<file path="config.mk">
export PLATFORM = sky130hd
export DESIGN_NAME = mem_arbiter
export DESIGN_NICKNAME = d
export VERILOG_FILES = /design/src/rtl/mem_arb_pkg.sv /design/src/rtl/rr_arb2.sv /design/src/rtl/mem_arbiter.sv
export SDC_FILE = /design/constraint.sdc
export NUM_CORES = 1
export LEC_CHECK = 0
export ABC_AREA = 1
export BUFFER_PORTS_ARGS = -buffer_cell sky130_fd_sc_hd__buf_2
export CAP_MARGIN = 20
export CORE_MARGIN = 2
export CORE_UTILIZATION = 45
export CTS_CLUSTER_DIAMETER = 30
export DETAILED_ROUTE_END_ITERATION = 8
export PLACE_DENSITY_LB_ADDON = 0.3
export SYNTH_ARGS = -nofsm -noshare
export SYNTH_HDL_FRONTEND = slang
export SYNTH_SLANG_ARGS = --single-unit
</file>
<file path="constraint.sdc">
create_clock -name clk -period 2.25 [get_ports clk]
set_input_delay 0.675 -clock clk [delete_from_list [all_inputs] [get_ports clk]]
set_output_delay 0.675 -clock clk [all_outputs]
set_load 0.01 [all_outputs]
</file>
<file path="src/rtl/mem_arb_pkg.sv">
// Shared types and defaults for the I/D memory arbiter: FSM states,
// requester ids and the round-robin pick function.
package mem_arb_pkg;

    localparam int ADDR_W_DEF   = 15;
    localparam int DATA_W_DEF   = 32;
    localparam int MAX_WAIT_DEF = 15;

    localparam logic REQ_I = 1'b0;
    localparam logic REQ_D = 1'b1;

    typedef enum logic [1:0] {
        IDLE  = 2'd0,
        ISSUE = 2'd1,
        WAIT  = 2'd2,
        RESP  = 2'd3
    } state_e;

    // One-hot grant for {D, I}; on a tie the requester not granted last wins.
    function automatic logic [1:0] rr_pick(input logic [1:0] req, input logic last);
        logic [1:0] g;
        case (req)
            2'b01:   g = 2'b01;
            2'b10:   g = 2'b10;
            2'b11:   g = (last == REQ_I) ? 2'b10 : 2'b01;
            default: g = 2'b00;
        endcase
        return g;
    endfunction

endpackage

</file>
<file path="src/rtl/rr_arb2.sv">
// Two-way round-robin picker. Remembers the last granted requester and
// updates it only when the grant is actually taken.
module rr_arb2
    import mem_arb_pkg::*;
(
    input  logic       clk,
    input  logic       rst_n,
    input  logic [1:0] req,
    input  logic       en,
    output logic [1:0] gnt
);

    logic last_grant_r;

    // Combinational pick from the current requests and grant history
    always_comb begin
        gnt = rr_pick(req, last_grant_r);
    end

    // Grant history, reset to I so the first tie goes to D
    always_ff @(posedge clk) begin
        if (!rst_n) begin
            last_grant_r <= REQ_I;
        end else if (en && (|gnt)) begin
            last_grant_r <= gnt[REQ_D];
        end else begin
            last_grant_r <= last_grant_r;
        end
    end

endmodule

</file>
<file path="src/rtl/mem_arbiter.sv">
// Shares the single-ported unified memory between the I-cache and D-cache
// miss handlers: round-robin grant, latched request replay, ack pulse.
module mem_arbiter
    import mem_arb_pkg::*;
#(
    parameter int ADDR_W   = ADDR_W_DEF,
    parameter int DATA_W   = DATA_W_DEF,
    parameter int MAX_WAIT = MAX_WAIT_DEF
) (
    input  logic              clk,
    input  logic              rst_n,
    input  logic              i_req,
    input  logic [ADDR_W-1:0] i_addr,
    output logic              i_ack,
    output logic [DATA_W-1:0] i_rdata,
    input  logic              d_req,
    input  logic              d_we,
    input  logic [ADDR_W-1:0] d_addr,
    input  logic [DATA_W-1:0] d_wdata,
    output logic              d_ack,
    output logic [DATA_W-1:0] d_rdata,
    output logic [ADDR_W-1:0] mem_addr,
    output logic              mem_re,
    output logic              mem_we,
    output logic [DATA_W-1:0] mem_wdata,
    input  logic [DATA_W-1:0] mem_rd_data,
    input  logic              mem_rdy,
    output logic              busy,
    output logic              err
);

    localparam int CNT_W = $clog2(MAX_WAIT + 1);
    localparam logic [CNT_W-1:0] WAIT_LAST = CNT_W'(MAX_WAIT - 1);
    localparam logic [CNT_W-1:0] CNT_MAX   = {CNT_W{1'b1}};

    state_e            state_r;
    state_e            next_state_s;
    logic [1:0]        gnt_s;
    logic              grant_s;
    logic              timeout_s;
    logic              capture_s;
    logic              resp_entry_s;
    logic              grant_we_s;

    logic              id_r;
    logic              we_r;
    logic [ADDR_W-1:0] mem_addr_r;
    logic [DATA_W-1:0] mem_wdata_r;
    logic              mem_re_r;
    logic              mem_we_r;
    logic              i_ack_r;
    logic              d_ack_r;
    logic [DATA_W-1:0] i_rdata_r;
    logic [DATA_W-1:0] d_rdata_r;
    logic              busy_r;
    logic              err_r;
    logic [CNT_W-1:0]  wait_cnt_r;

    rr_arb2 u_arb (
        .clk   (clk),
        .rst_n (rst_n),
        .req   ({d_req, i_req}),
        .en    (grant_s),
        .gnt   (gnt_s)
    );

    // Next-state decode; grants are only taken in IDLE with the memory ready
    always_comb begin
        next_state_s = state_r;
        grant_s      = 1'b0;
        timeout_s    = 1'b0;
        capture_s    = 1'b0;
        case (state_r)
            IDLE: begin
                if (mem_rdy && (|gnt_s)) begin
                    grant_s      = 1'b1;
                    next_state_s = ISSUE;
                end else begin
                    next_state_s = IDLE;
                end
            end
            ISSUE: begin
                next_state_s = WAIT;
            end
            WAIT: begin
                if (mem_rdy) begin
                    capture_s    = ~we_r;
                    next_state_s = RESP;
                end else if (wait_cnt_r == WAIT_LAST) begin
                    timeout_s    = 1'b1;
                    next_state_s = RESP;
                end else begin
                    next_state_s = WAIT;
                end
            end
            RESP: begin
                next_state_s = IDLE;
            end
            default: begin
                next_state_s = IDLE;
            end
        endcase
    end

    assign resp_entry_s = (state_r == WAIT) && (next_state_s == RESP);
    assign grant_we_s   = gnt_s[REQ_D] & d_we;

    // State, watchdog counter, busy and sticky error
    always_ff @(posedge clk) begin
        if (!rst_n) begin
            state_r    <= IDLE;
            wait_cnt_r <= '0;
            busy_r     <= 1'b0;
            err_r      <= 1'b0;
        end else begin
            state_r <= next_state_s;
            busy_r  <= (next_state_s != IDLE);
            if (state_r == WAIT) begin
                wait_cnt_r <= (wait_cnt_r == CNT_MAX) ? wait_cnt_r : wait_cnt_r + 1'b1;
            end else begin
                wait_cnt_r <= '0;
            end
            err_r <= err_r | timeout_s;
        end
    end

    // Holding registers and strobes; strobes are high for the ISSUE cycle only
    always_ff @(posedge clk) begin
        if (!rst_n) begin
            id_r        <= REQ_I;
            we_r        <= 1'b0;
            mem_addr_r  <= '0;
            mem_wdata_r <= '0;
            mem_re_r    <= 1'b0;
            mem_we_r    <= 1'b0;
        end else if (grant_s) begin
            id_r        <= gnt_s[REQ_D];
            we_r        <= grant_we_s;
            mem_addr_r  <= gnt_s[REQ_D] ? d_addr : i_addr;
            mem_wdata_r <= grant_we_s ? d_wdata : '0;
            mem_re_r    <= ~grant_we_s;
            mem_we_r    <= grant_we_s;
        end else begin
            id_r        <= id_r;
            we_r        <= we_r;
            mem_addr_r  <= mem_addr_r;
            mem_wdata_r <= mem_wdata_r;
            mem_re_r    <= 1'b0;
            mem_we_r    <= 1'b0;
        end
    end

    // Read data capture and ack pulse to the winner; a timeout acks without data
    always_ff @(posedge clk) begin
        if (!rst_n) begin
            i_rdata_r <= '0;
            d_rdata_r <= '0;
            i_ack_r   <= 1'b0;
            d_ack_r   <= 1'b0;
        end else begin
            i_ack_r <= resp_entry_s && (id_r == REQ_I);
            d_ack_r <= resp_entry_s && (id_r == REQ_D);
            if (capture_s && (id_r == REQ_I)) begin
                i_rdata_r <= mem_rd_data;
            end else begin
                i_rdata_r <= i_rdata_r;
            end
            if (capture_s && (id_r == REQ_D)) begin
                d_rdata_r <= mem_rd_data;
            end else begin
                d_rdata_r <= d_rdata_r;
            end
        end
    end

    assign mem_addr  = mem_addr_r;
    assign mem_wdata = mem_wdata_r;
    assign mem_re    = mem_re_r;
    assign mem_we    = mem_we_r;
    assign i_ack     = i_ack_r;
    assign d_ack     = d_ack_r;
    assign i_rdata   = i_rdata_r;
    assign d_rdata   = d_rdata_r;
    assign busy      = busy_r;
    assign err       = err_r;

endmodule

</file>
==> reports/metrics.csv, run 1 <==
stage;metric;value;unit
power_and_ir_drop;total power;5.708;mW
clock_network;CTS tree;done;
synthesis;Post-Synth XOR/XNOR Area;0;%
setup_path;CP Launch Type;register;
synthesis;Syn Inst Count;675;
placement;IO Port Bufs;216;
sta;final worst-path cycle share;79.88;%
power_and_ir_drop;Peak VDD IR;0.4744;mV
clock_network;Clock Path Buffers;2;
grt;vias in the first global route;4470;
clock_network;setup repair bufs after CTS;0;
finish;Finished Core Util;62.24;%
placement;Detail Placement HPWL;9.067;mm
sta;fmax;0.5564;GHz
grt;met1 Usage GRT;26.72;%
grt;GRT Total Usage;21.11;%
power_and_ir_drop;PD cells;838.7;mW/mm2
placement;placed insts;995;
synthesis;post-synthesis cell type count;22;
route;DRT Pass-1 Iters;5;
sta;skew final;0.02084;ns
synthesis;syn nets;780;
finish;commonest cells after routing, fill and taps aside;buf_2 (216), nand3_1 (164), nand2_1 (144);
die;Placeable Area;0.01094;mm2
route;final wirelength;13.17;mm
grt;initial antenna violation count;0;
outcome;outcome;completed;
setup_path;reg2reg start;state_r[0];
finish;antenna cell count;0;
clock_network;clock sinks;126;
route;DR vias;5072;
setup_path;R2R setup slack;0.45;ns
grt;largest net degree at the start of global routing;66;
finish;non-filler instance count after layout;1027;
route;vias per cell;4.939;
setup_path;R2R Path End;i_rdata[2];
placement;Placer Congestion;0.8369;
synthesis;post-synthesis simple-gate area fraction;31.99;%
route;DRT iter0 DRCs;473;
sta;Hold WS;0.4570;ns
sta;RSZ-0062 raised after global routing;false;
setup_path;crit path to;i_rdata[2];
sta;Setup TNS;0;ns
sta;Slew @ Worst Pin;0.4770;ns
clock_network;CTS resizes;0;
sta;crit path setup slack, layout;0.4527;ns
die;row count;38;
setup_path;worst path required time;2.51;ns
finish;Fillers;1007;
die;die area;0.01221;mm2
power_and_ir_drop;static leakage;3.391;nW
setup_path;type of destination of the critical path;register;
die;Boundary Pins;217;
clock_network;TritonCTS Buffers;17;
grt;first-pass GRT wire length;21.42;mm
sta;min cycle time layout;1.797;ns
clock_network;H-tree depth;4;
grt;met3 Resource Use GR;6.861;%
synthesis;post-synthesis mux area share;0;%
route;DRC viols;0;
synthesis;Compound-Gate Fraction of Synth Area;7.402;%
synthesis;FF+latch count, synth;126;
finish;Design Area, Final;0.006807;mm2
clock_network;# hold bufs at CTS;0;
grt;Congestion Overflow GR;0;
setup_path;Setup Crit Path Kind;reg -> reg;
setup_path;worst-path fanout max;65;
route;DR WL/cell;12.82;um
clock_network;Clock Latency Late Sink;0.41;ns
synthesis;synth warn;0;
hold_path;Worst Hold Launch;i_rdata[5];
clock_network;CTS root buf;clkbuf_16;
synthesis;Seq/Total Area, Yosys;49.41;%
synthesis;post-synthesis average cell area;7.563;um2
sta;Hold Fails Final Rpt;0;
finish;commonest non-fill, non-tap cell in the layout;buf_2;
grt;GR Layer Usage met2;33.42;%
synthesis;post-synthesis adder-cell area fraction;1.225;%
sta;Relative slew margins;68.17;%
synthesis;largest family of logic cells by synthesized area;simple AND/OR/NAND/NOR gates;
sta;setup violators final;0;
die;initial core utilization;46.68;%
grt;gr busiest metal;met2;
synthesis;synthesized area;0.005105;mm2
placement;DP Area;0.006198;mm2
setup_path;crit path from;state_r[0];
finish;fin nets;979;
setup_path;r2r worst-path depth;9;
run;Max-Cap Viols;0;
route;post-route ant nets;0;
finish;area grow syn2layout;33.33;%
hold_path;HP Class;reg -> reg;
setup_path;critical path arrival;2.06;ns
die;width of the die;110.5;um
die;Die Height;110.5;um
clock_network;CTS clk-pin slew, worst paths;0.06;ns
finish;layout cells sized above 1;30.67;%
sta;final slew viol count;0;
placement;pre-CTS WS;0.3518;ns
[Yosys cell counts, drive strengths merged]
cell type    n  area share (%)
a21oi       69             6.8
a31oi        2            0.25
buf         39             5.6
clkbuf      13            0.96
dfxtp      126              49
ha           5             1.2
inv         47             3.5
nand2      145              11
nand3      166              16
nand4        2            0.25
nor2        56             4.5
nor3         1           0.098
o21ai        4            0.39
[flip-flops by register name (all words and copies together) (netlist names), 2 cells and up]
register / cells
d_rdata: 32
i_rdata: 32
mem_addr: 15
mem_wdata: 32
state_r: 2
wait_cnt_r: 4
[power by group]
group | switching (mW) | total (mW) | internal (mW)
Sequential | 0.0364 | 2.34 | 2.31
Clock | 1.02 | 2.79 | 1.76
Combinational | 0.358 | 0.580 | 0.222
[how the worst min path moves through the flow]
stage | depth (start not counted) | end | slack, ns
4_1_cts | 2 | i_rdata[3] | 0.46
6_report | 2 | i_rdata[5] | 0.46
3_3_place_gp | 2 | d_rdata[26] | 0.45
5_1_grt | 2 | d_rdata[8] | 0.47
2_1_floorplan | 2 | u_arb.last_grant_r | 0.45
3_5_place_dp | 2 | d_rdata[17] | 0.45
[worst max-delay path: stages, from the launching register on]
cell and delay (ns):
dfxtp_1 0.30, inv_1 0.10, ha_1 0.29, nand2_2 0.10, nor2_4 0.12, buf_12 0.26
nand2_1 0.11, buf_4 0.22, nand2_1 0.08, a21oi_1 0.06
[cell type report]
| class | instances | area [um2] | share of cell area (%) |
|---|---|---|---|
| Multi-Input combinational cell | 450 | 2073 | 30.46 |
| Clock inverter | 14 | 178.9 | 2.629 |
| Inverter | 47 | 176.4 | 2.592 |
| Tap cell | 140 | 175.2 | 2.574 |
| Timing Repair Buffer | 232 | 1251 | 18.38 |
| Sequential cell | 126 | 2522 | 37.06 |
| Clock buffer | 18 | 429.2 | 6.305 |
[routing by layer]
layer,vias to the layer above,routed length (um)
met4,0,227
li1,2601,-
met5,-,0
met2,195,6209
met1,2258,5757
met3,18,971
[cells by family (layout without fill, tap and decap cells)]
family	after synthesis	in the layout
adder cells (fa/ha/maj)	5	5
AND/OR/NAND/NOR	370	370
AO/OA/AOI/OAI	75	75
flip-flops	126	126
buffers and inverters	99	311
Power figures use the tool's default switching activity.
==> run 2: changes to the inputs <==
Settings changed: ABC_AREA 1 to 0, CORE_UTILIZATION 45 to 42.
Clock period 2.25 ns to 1.5 ns, I/O delays scaled along.
==> run 2 against run 1 <==
  * Combinational power increased by 26%
  * Area after synthesis decreased by 8.7%
  * Critical endpoint is now d_rdata[20]
  * Largest cell class unchanged
  * Setup slack got worse by 0.39 ns
  * Global-route usage decreased by 1.3 points
  * Critical path depth decreased by 8
==> reports/metrics.csv, run 2 <==
stage;metric;value;unit
setup_path;type of destination of the critical path;output pin;
setup_path;Setup Crit Path Kind;reg -> out;
route;DRT Pass-1 Iters;5;
synthesis;post-synthesis average cell area;9.123;um2
setup_path;crit-path cells;buf_2;
placement;pre-CTS WS;-0.01015;ns
finish;Fillers;925;
die;initial core utilization;43.01;%
grt;first-pass GRT wire length;18.71;mm
clock_network;Clock Latency Late Sink;0.50;ns
setup_path;reg2reg start;state_r[1];
synthesis;commonest register cell after synthesis;dfxtp_1;
finish;Design Area, Final;0.006569;mm2
setup_path;Buf/Inv on CP;1;
power_and_ir_drop;Peak VDD IR;0.7798;mV
setup_path;crit path from;d_rdata[20];
clock_network;H-tree depth;4;
power_and_ir_drop;PD cells;1261;mW/mm2
setup_path;Crit path largest cell delay;0.35;ns
die;width of the die;109.4;um
synthesis;Yosys top cell by area;dfxtp_1;
finish;fin nets;822;
die;row count;38;
route;vias per cell;5.184;
sta;final slew viol count;0;
setup_path;worst-path fanout max;2;
grt;vias in the first global route;4137;
setup_path;crit path to;d_rdata[20];
power_and_ir_drop;static leakage;2.985;nW
finish;register area;0.002522;mm2
grt;GRT Total Usage;19.77;%
route;DR WL/cell;13.87;um
setup_path;worst path required time;1.05;ns
setup_path;critical path arrival;0.98;ns
setup_path;CP Launch Type;register;
clock_network;CTS root buf;clkbuf_8;
placement;Detail Placement HPWL;8.444;mm
placement;DP Area;0.005953;mm2
route;DRC viols;0;
sta;skew final;0.006105;ns
die;Die Height;109.4;um
route;DR vias;4510;
route;post-route ant nets;0;
sta;Hold WS;0.1602;ns
setup_path;Worst path slowest cell;dfxtp_1;
synthesis;Syn Inst Count;511;
synthesis;top cells by count, synth;dfxtp_1 (126), o21ai_0 (75), nand3_1 (68), nand2_1 (54), nor2b_1 (33);
die;Placeable Area;0.01084;mm2
clock_network;clock sinks;126;
finish;antenna cell count;0;
clock_network;CTS tree;done;
synthesis;EDFF count, synth;0;
grt;initial antenna violation count;0;
synthesis;syn nets;616;
setup_path;R2R setup slack;0.13;ns
run;Max-Cap Viols;0;
outcome;outcome;completed;
synthesis;count leader, synth;dfxtp_1;
finish;commonest non-fill, non-tap cell in the layout;buf_2;
clock_network;CTS clk-pin slew, worst paths;0.06;ns
sta;Relative slew margins;78.81;%
die;die area;0.01196;mm2
synthesis;synth warn;0;
synthesis;Yosys top cell area share;54.11;%
finish;Finished Core Util;60.60;%
setup_path;R2R Path End;mem_addr[2];
sta;min cycle time layout;1.434;ns
route;DRT iter0 DRCs;289;
finish;commonest cells after routing, fill and taps aside;buf_2 (214), dfxtp_1 (126), o21ai_0 (75);
sta;Slew @ Worst Pin;0.3099;ns
sta;crit path setup slack, layout;0.06636;ns
synthesis;synthesized area;0.004662;mm2
sta;final worst-path cycle share;95.58;%
clock_network;Clock Path Buffers;2;
route;final wirelength;12.06;mm
finish;layout cells sized above 1;37.12;%
setup_path;r2r worst-path depth;7;
synthesis;FF+latch count, synth;126;
finish;area occupied by multi-input gates;0.001907;mm2
clock_network;TritonCTS Buffers;17;
synthesis;Seq/Total Area, Yosys;54.11;%
sta;setup violators final;0;
clock_network;# hold bufs at CTS;0;
finish;area grow syn2layout;40.90;%
placement;Placer Congestion;0.7178;
grt;Congestion Overflow GR;0;
hold_path;HP Class;in -> reg;
synthesis;Synth area leaders;dfxtp_1 (54%), o21ai_0 (8.1%), nand3_1 (7.3%);
grt;largest net degree at the start of global routing;65;
synthesis;post-synthesis cell type count;36;
setup_path;Crit. path cell count;1;
sta;RSZ-0062 raised after global routing;false;
placement;IO Port Bufs;216;
setup_path;cell family with most CP delay;flip-flops;
clock_network;setup repair bufs after CTS;0;
die;Boundary Pins;217;
sta;fmax;0.6975;GHz
synthesis;share of flip-flops with an asynchronous set or reset;0;%
sta;Hold Fails Final Rpt;0;
run 2: cell types whose count changed after synthesis, sizes merged, moves of 3 or more:
| cell | change |
|---|---|
| a21boi | +3 |
| nor2 | -50 |
| clkbuf | +8 |
| nand3 | -98 |
| a32oi | +32 |
| a21oi | -37 |
| nor2b | +33 |
| buf | -13 |
| o21ai | +75 |
| inv | -43 |
| nand2 | -91 |
run 2: repair_timing:
action	CTS	global route
hold endpoints to repair	0	0
endpoints found under the setup margin	0	80
resized for setup	0	5
run 2: kinds of logic (layout without fill, tap and decap cells):
group	Yosys count	in the layout	synth area share (%)
xor+xnor	1	1	0.1879
compound gates	158	158	20.61
buf+inv	51	270	5.662
flops	126	126	54.11
simple gates	170	170	18.09
fa+ha+maj	5	5	1.342
run 2: worst min path at each step:
stage	startpoint	endpoint	depth (start not counted)
final	d_we	mem_re	2
after global routing	d_we	mem_re	2
after CTS	d_we	mem_re	2
after detailed placement	d_rdata[25]	d_rdata[25]	2
after global placement	i_rdata[0]	i_rdata[0]	2
after floorplan	id_r	d_ack	2
run 2: per-layer routing:
layer	track usage (%)	vias up	wire [um]
li1	-	2230	-
met1	23.97	2074	5136
met2	32.41	198	5626
met3	8.062	8	1198
met4	5.515	0	102
met5	0	-	0
run 2: final cells by class:
type / instances / area share, %
flip-flops and latches: 126 / 38.40
clock inverters: 10 / 2.076
well taps: 140 / 2.667
repair buffers: 234 / 20.55
inverters: 4 / 0.2286
multi-input cells: 334 / 29.03
clock buffers: 22 / 7.048
run 2: report_power, final:
part / total, mW / switching [mW] / leakage, nW / internal, mW
clock: 4.06 / 1.41 / 0.287 / 2.66
sequential: 3.49 / 0.0495 / 1.02 / 3.44
combinational: 0.731 / 0.397 / 1.68 / 0.335
run 2: per-stage QoR:
stage	total power, mW	instances	setup TNS [ns]
5_1_grt	8.623	870	0
4_1_cts	8.372	870	0
2_1_floorplan	3.942	511	0
3_3_place_gp	4.268	838	0
3_5_place_dp	4.286	838	-0.01015
6_report	8.286	870	0
